==> src/rtl/mem_access_stage.sv <==
// Memory-access stage of the 5-stage RISC-V core.
// Drives a req/ack handshake to data memory. Stores are lane-aligned onto the bus.
// Load data is extracted from the returned word and sign- or zero-extended.
// stall_o holds the upstream pipeline registers while an access is in flight.
// Optional build macro MISALIGN_TRAP_EN: a misaligned half or word access skips the bus
// and pulses misalign_o. Without the macro, misaligned accesses are silently forced aligned.
module mem_access_stage #(
  parameter int unsigned ADDR_W = 32
) (
  input  logic              clk,
  input  logic              rst,
  input  logic [ADDR_W-1:0] addr_i,
  input  logic [31:0]       st_data_i,
  input  logic [2:0]        fnc3_i,
  input  logic              mem_read_i,
  input  logic              mem_write_i,
  input  logic              extend_sign_i,
  output logic              dmem_req,
  output logic              dmem_we,
  output logic [ADDR_W-1:0] dmem_addr,
  output logic [31:0]       dmem_wdata,
  output logic [3:0]        dmem_be,
  input  logic              dmem_ack,
  input  logic [31:0]       dmem_rdata,
  output logic [31:0]       load_data_o,
  output logic              load_valid_o,
  output logic              stall_o,
  output logic              misalign_o
);

  typedef enum logic [1:0] {StIdle, StReq, StDone} state_e;

  localparam logic [1:0] SzByte = 2'b00;
  localparam logic [1:0] SzHalf = 2'b01;

  state_e            state_q;
  logic              dmem_req_q;
  logic              dmem_we_q;
  logic [ADDR_W-1:0] dmem_addr_q;
  logic [31:0]       dmem_wdata_q;
  logic [3:0]        dmem_be_q;
  logic [31:0]       load_data_q;
  logic              load_valid_q;
  logic [1:0]        size_q;
  logic [1:0]        off_q;
  logic              sign_q;

  logic              mem_op;
  logic              is_store;
  logic [1:0]        size_in;
  logic [3:0]        be_d;
  logic [31:0]       wdata_d;
  logic [31:0]       load_fmt_d;
  logic              misaligned;

  // funct3[2] only duplicates extend_sign_i (LBU/LHU) and is not needed here
  logic              unused_fnc3;
  assign unused_fnc3 = fnc3_i[2];

  assign mem_op   = mem_read_i | mem_write_i;
  // Read and write together behave as a store
  assign is_store = mem_write_i;
  // Size 11 falls into the word path below
  assign size_in  = fnc3_i[1:0];

  // Byte enables and lane-replicated write data for the incoming instruction
  always_comb begin
    be_d    = 4'b1111;
    wdata_d = st_data_i;
    if (is_store) begin
      unique case (size_in)
        SzByte: begin
          be_d    = 4'b0001 << addr_i[1:0];
          wdata_d = {4{st_data_i[7:0]}};
        end
        SzHalf: begin
          be_d    = addr_i[1] ? 4'b1100 : 4'b0011;
          wdata_d = {2{st_data_i[15:0]}};
        end
        default: begin
          be_d    = 4'b1111;
          wdata_d = st_data_i;
        end
      endcase
    end
  end

`ifdef MISALIGN_TRAP_EN
  logic misalign_q;

  // Half needs addr[0]=0; word (incl. size 11) needs addr[1:0]=0
  always_comb begin
    misaligned = 1'b0;
    unique case (size_in)
      SzByte:  misaligned = 1'b0;
      SzHalf:  misaligned = addr_i[0];
      default: misaligned = |addr_i[1:0];
    endcase
  end

  assign misalign_o = misalign_q;
`else
  assign misaligned = 1'b0;
  assign misalign_o = 1'b0;
`endif

  // Extract the addressed byte/half from the returned word and extend it
  always_comb begin
    logic [7:0]  rd_byte;
    logic [15:0] rd_half;
    rd_byte    = dmem_rdata[8*off_q +: 8];
    rd_half    = off_q[1] ? dmem_rdata[31:16] : dmem_rdata[15:0];
    load_fmt_d = dmem_rdata;
    unique case (size_q)
      SzByte:  load_fmt_d = {{24{sign_q & rd_byte[7]}}, rd_byte};
      SzHalf:  load_fmt_d = {{16{sign_q & rd_half[15]}}, rd_half};
      default: load_fmt_d = dmem_rdata;
    endcase
  end

  // Access FSM with registered bus and result outputs
  always_ff @(posedge clk or posedge rst) begin
    if (rst) begin
      state_q      <= StIdle;
      dmem_req_q   <= 1'b0;
      dmem_we_q    <= 1'b0;
      dmem_addr_q  <= '0;
      dmem_wdata_q <= '0;
      dmem_be_q    <= 4'b0000;
      load_data_q  <= '0;
      load_valid_q <= 1'b0;
      size_q       <= 2'b00;
      off_q        <= 2'b00;
      sign_q       <= 1'b0;
`ifdef MISALIGN_TRAP_EN
      misalign_q   <= 1'b0;
`endif
    end else begin
      load_valid_q <= 1'b0;
`ifdef MISALIGN_TRAP_EN
      misalign_q   <= 1'b0;
`endif
      unique case (state_q)
        StIdle: begin
          if (mem_op) begin
            size_q <= size_in;
            off_q  <= addr_i[1:0];
            sign_q <= extend_sign_i;
            if (misaligned) begin
              // Trap: no bus activity, result register untouched
`ifdef MISALIGN_TRAP_EN
              misalign_q <= 1'b1;
`endif
              state_q <= StDone;
            end else begin
              dmem_req_q   <= 1'b1;
              dmem_we_q    <= is_store;
              dmem_addr_q  <= {addr_i[ADDR_W-1:2], 2'b00};
              dmem_wdata_q <= wdata_d;
              dmem_be_q    <= be_d;
              state_q      <= StReq;
            end
          end
        end
        StReq: begin
          if (dmem_ack) begin
            dmem_req_q <= 1'b0;
            if (!dmem_we_q) begin
              load_data_q  <= load_fmt_d;
              load_valid_q <= 1'b1;
            end
            state_q <= StDone;
          end
        end
        StDone: begin
          // Upstream advances on this edge; IDLE then sees the next instruction
          state_q <= StIdle;
        end
        default: state_q <= StIdle;
      endcase
    end
  end

  // Freeze upstream from detection until the ack edge
  assign stall_o = ((state_q == StIdle) && mem_op) || (state_q == StReq);

  assign dmem_req     = dmem_req_q;
  assign dmem_we      = dmem_we_q;
  assign dmem_addr    = dmem_addr_q;
  assign dmem_wdata   = dmem_wdata_q;
  assign dmem_be      = dmem_be_q;
  assign load_data_o  = load_data_q;
  assign load_valid_o = load_valid_q;

endmodule

==> config.mk <==
export PLATFORM = sky130hd
export DESIGN_NAME = mem_access_stage
export DESIGN_NICKNAME = d
export VERILOG_FILES = /design/src/rtl/mem_access_stage.sv
export SDC_FILE = /design/constraint.sdc
export NUM_CORES = 1
export LEC_CHECK = 0
export CORE_MARGIN = 1.5
export CORE_UTILIZATION = 40
export CTS_CLUSTER_SIZE = 30
export DETAILED_ROUTE_END_ITERATION = 10
export DONT_BUFFER_PORTS = 1
export PLACE_DENSITY = 0.62
export SLEW_MARGIN = 20
export SYNTH_ARGS = -nofsm -noshare
export SYNTH_HDL_FRONTEND = slang
export SYNTH_SLANG_ARGS = --single-unit
==> constraint.sdc <==
create_clock -name clk -period 9.2 [get_ports clk]
set_clock_uncertainty 0.15 [all_clocks]
set_input_delay 0.46 -clock clk [delete_from_list [all_inputs] [get_ports clk]]
set_output_delay 0.46 -clock clk [all_outputs]
set_load 0.1 [all_outputs]
* Word-level counts from Yosys, hierarchy flattened
Cells that the tools add are included.
** Word-level totals
- Flip-flop bits (word level) :: 108
- Bits of input ports :: 105
- Output and inout bits :: 105
- Word-level logic and storage cells :: 48
** Operators by class
- Equality and inequality tests :: 5
- Shift operators :: 2
- Multiplexer cells :: 16
- Bitwise gates (word level) :: 4
- Reductions and logical operators :: 10
** Operators by type and width (count)
- 32-bit case mux with 2 select lines :: 2
- 32-bit two-way mux :: 1
- 32-bit by 6-bit variable part select with 8-bit output :: 1
- 16-bit two-way mux :: 1
- 4-bit two-way mux :: 2
- 4-bit case mux with 2 select lines :: 1
- 2-bit by 1-bit == test with 1-bit output, second input constant :: 3
- 2-bit logical NOT :: 3
- 3-bit AND reduction :: 2
- 1-bit two-way mux :: 5
- 2-bit two-way mux :: 2
- 2-bit inequality test, second input constant :: 2
- 2-bit case mux with 2 select lines :: 1
- 2-bit AND reduction :: 2
- 1-bit by 2-bit << shifter with 4-bit output, first input constant :: 1
- 1-bit AND :: 2
- 1-bit case mux with 2 select lines :: 1
- 2-bit nonzero test :: 1
- 1-bit logical AND :: 1
- 1-bit logical OR :: 1
- 1-bit NOT :: 1
- 1-bit OR :: 1

* Longest topological paths before layout
- Depth after elaboration :: 3
- Depth in mapped cells :: 6
- Depth with buffers taken out :: 4

* Worst setup path after synthesis
OpenSTA, ideal clock, no wires.
- Path kind :: register to output
- Start :: reg state_q[0]
- End :: out stall_o
- Arrival :: 1.746 ns
- Required time :: 8.590 ns
- Path slack :: 6.844 ns
- Stages on the path, launching flop included :: 6
- Buffers on the path :: 2
- Cells stage by stage :: dfrtp_1 -> nor2_1 -> o21ai_1 -> buf_2 -> clkbuf_1 -> nand2_1
** On the way
- Word-level cells in the longest chain between the ends :: 3
- Elaborated cells on any way between the ends :: 4
- Classes of those cells :: eq/ne: 1; reduce/logical: 3
** Ends and longest elaborated chain
- from (decl) :: line 36 : state_e state_q;
- from (signal assigned) :: line 124 : state_q <= StIdle;
- from (signal assigned) :: line 154 : state_q <= StDone;
- from (signal assigned) :: line 161 : state_q <= StReq;
- 2-bit logical NOT :: line 185 : assign stall_o = ((state_q == StIdle) && mem_op) || (state_q == StReq);
- 1-bit logical AND :: line 185
- 1-bit logical OR * :: line 185
- to (decl) :: line 27 : output logic stall_o,
Every way passes the cells marked *; elsewhere a longest branch is shown, timed or not.

* Worst setup path after layout
- Start :: reg dmem_we_q, in the netlist dmem_we
- End :: reg load_data_q[16], in the netlist load_data_o[16]
** On the way
- Word-level cells in the longest chain between the ends :: 2
** Ends and longest elaborated chain
- from (decl) :: line 38 : logic dmem_we_q;
- from (signal assigned) :: line 157 : dmem_we_q <= is_store;
- 1-bit NOT (no source line)
- 3-bit AND reduction (no source line)
- to (signal assigned) :: line 169 : load_data_q <= load_fmt_d;
- to (decl) :: line 42 : logic [31:0] load_data_q;
Every way passes these cells.
A chain may end at the register's enable or synchronous reset.

==> flow_metrics.env <==
export IMPL_fmaxAchievable_ghz=0.347
export IMPL_fp_dieArea_um2=12700
export IMPL_synth_cell_type_count=33
export IMPL_initial_core_util_pct=41.6
export IMPL_antenna_cells=0
export IMPL_endpoint_kind="flop"
export IMPL_holdBufCountCts=1
export IMPL_drt_initial_drc_count=208
export IMPL_clock_root_buffer="clkbuf_16"
export IMPL_crit_required_ps=9240
export IMPL_cts_clk_slew_worst_paths_ps=70
export IMPL_cp_slowest_cell="dfrtp_1"
export IMPL_setup_violations=0
export IMPL_ys_seq_area_share_pct=56.2
export IMPL_drtPass1Iterations=6
export IMPL_start_kind="flop"
export IMPL_globalRouteOverflowTotal=0
export IMPL_grt_pass1_vias=3878
export IMPL_fp_row_count=39
export IMPL_rsz0062_at_grt="no"
export IMPL_crit_chain="nand4bb_2 -> buf_4 -> clkinv_1 -> nand3_1 -> nand3_1"
export IMPL_grt_pass1_wl_um=20000
export IMPL_finalWeightedCongestion=0.793
export IMPL_worst_pin_slew_ps=1040
export IMPL_min_period_ps=2880
export IMPL_antenna_found_initial=0
export IMPL_dpl_hpwl_um=8830
export IMPL_syn_avg_cell_area_um2=8.87
export IMPL_hold_violations=0
export IMPL_syn2layout_area_growth_pct=8.10
export IMPL_clk_latency_ps=350
export IMPL_grt_use_total_pct=20.2
export IMPL_dieHeight_um=113
export IMPL_ys_flop_type="dfrtp_1"
export IMPL_htreeDepth=3
export IMPL_yosysTopAreaCell="dfrtp_1"
export IMPL_run_status="finished clean"
export IMPL_ys_async_sr_fraction_pct=100
export IMPL_cts_sinks=108
export IMPL_maxSlewViolCount=0
export IMPL_cts_buffers=9
export IMPL_wl_per_cell_um=18.5
export IMPL_post_synth_top_count_cell="nand2_1"
export IMPL_synth_area_um2=4810
export IMPL_clk_path_buf_depth=2
export IMPL_synth_top_area_share_pct=56.2
export IMPL_crit_top_cell="nand3_1"
export IMPL_drc_errors=0
export IMPL_finalCritPeriodShare_pct=31.3
export IMPL_crit_arrival_ps=2920
export IMPL_fill_cells=1145
export IMPL_hold_path_class="primary input to flop"
export IMPL_vias_per_cell=5.59
export IMPL_seq_area_um2=2700
export IMPL_grt_start_max_net_pins=76
export IMPL_ys_top_cells_by_count="188 x nand2_1, 108 x dfrtp_1, 38 x nor2_1"
export IMPL_worst_path_largest_cell_delay_ps=970
export IMPL_layout_nets=625
export IMPL_slew_limit_headroom_pct=30.4
export IMPL_ios=210
export IMPL_hold_slack_ps=63.6
export IMPL_cts_tree="yes"
export IMPL_netlist_instances=542
export IMPL_ys_ff_latch=108
export IMPL_multiInputGateArea_um2=1910
export IMPL_core_area_um2=11600
export IMPL_cts_setup_buffers=0
export IMPL_synth_edff_count=0
export IMPL_vias=3731
export IMPL_routed_wl_um=12400
export IMPL_drv_cap=0
export IMPL_cp_max_fo=52
export IMPL_drive_gt1_share_pct=6.48
export IMPL_yosys_warnings=0
export IMPL_synthTopCellsByArea="dfrtp_1 56%, nand2_1 15%, nand3_1 3.3%"
export IMPL_post_cts_resized=0
export IMPL_fin_setup_tns_ps=0
export IMPL_path_class="flop to flop"
export IMPL_io_buffers=0
export IMPL_drtAntennaViolNets=0
export IMPL_die_w_um=113
-- metrics by stage --
step | utilization (%) | setup slack, ps | area [µm²] | cells
6_report | 44.9 | 6320 | 5190 | 668
5_1_grt | 44.9 | 6160 | 5190 | 668
4_1_cts | 44.9 | 6290 | 5190 | 668
3_5_place_dp | 42.2 | 6310 | 4870 | 651
3_3_place_gp | 42.2 | 6350 | 4870 | 651
2_1_floorplan | - | 5740 | 4810 | 544
-- path summary, 6_finish.rpt --
path,cells after the start,start,slack [ps],endpoint
max,5,dmem_we$_DFFE_PP0P_,6320,load_data_o[16]$_DFFE_PP0P_
min,2,st_data_i[2],60,dmem_wdata[2]$_DFFE_PP0P_
max reg2reg,5,dmem_we$_DFFE_PP0P_,6320,load_data_o[16]$_DFFE_PP0P_
min reg2reg,2,sign_q$_DFFE_PP0P_,440,sign_q$_DFFE_PP0P_
max in group asynchronous,3,rst,7140,load_data_o[12]$_DFFE_PP0P_
min in group asynchronous,2,rst,490,dmem_addr[15]$_DFFE_PP0P_
-- kinds of logic after synthesis --
kind of cell           count (synthesis)  synth area share [%]
multiplexers                           8                  2.11
AO/OA/AOI/OAI                         92                  13.2
flip-flops                           108                  56.2
other                                  1                0.0780
buffers and inverters                 55                  4.71
AND/OR/NAND/NOR                      278                  23.7
-- final cells by class --
type / instances / area share [%]
Clock inverter: 4 / 0.915
Tap cell: 143 / 3.44
Multi-Input combinational cell: 381 / 36.8
Sequential cell: 108 / 52.0
Inverter: 15 / 1.13
Clock buffer: 12 / 4.94
Timing Repair Buffer: 5 / 0.771
-- per-layer routing --
layer / up-vias / routed length (µm) / track usage [%]
met1: 1796 / 4770 / 22.6
met5: - / 0 / 0
met3: 25 / 1310 / 8.48
met4: 0 / 356 / 9.28
li1: 1754 / - / -
met2: 156 / 5930 / 33.7
-- registers in the layout, summed over array words and instances (netlist names) --
signal / flops
dmem_wdata: 32
load_data_o: 32
dmem_addr: 30
dmem_be: 4
off_q: 2
size_q: 2
state_q: 2
dmem_req: 1
dmem_we: 1
load_valid_o: 1
sign_q: 1
-- critical path, delay by kind of cell, from the launching register on --
family        cells  cell delay, ps
buf+inv           2             960
flops             1             970
simple gates      3             620
-- layout by cell type (no fill, tap or decap), types with 3 or more instances in the layout --
master / count
a211oi_1: 8
a21oi_1: 28
a221o_1: 7
a31oi_1: 8
a32oi_1: 7
buf_4: 4
clkbuf_16: 9
conb_1: 3
dfrtp_1: 108
inv_1: 13
mux2_2: 7
nand2_1: 188
nand2b_1: 4
nand3_1: 32
nor2_1: 38
nor2b_1: 10
o21ai_0: 9
o31ai_1: 16
Power is not shown: default switching activity piles up to over one toggle a cycle in this logic, so the estimate is an artifact.
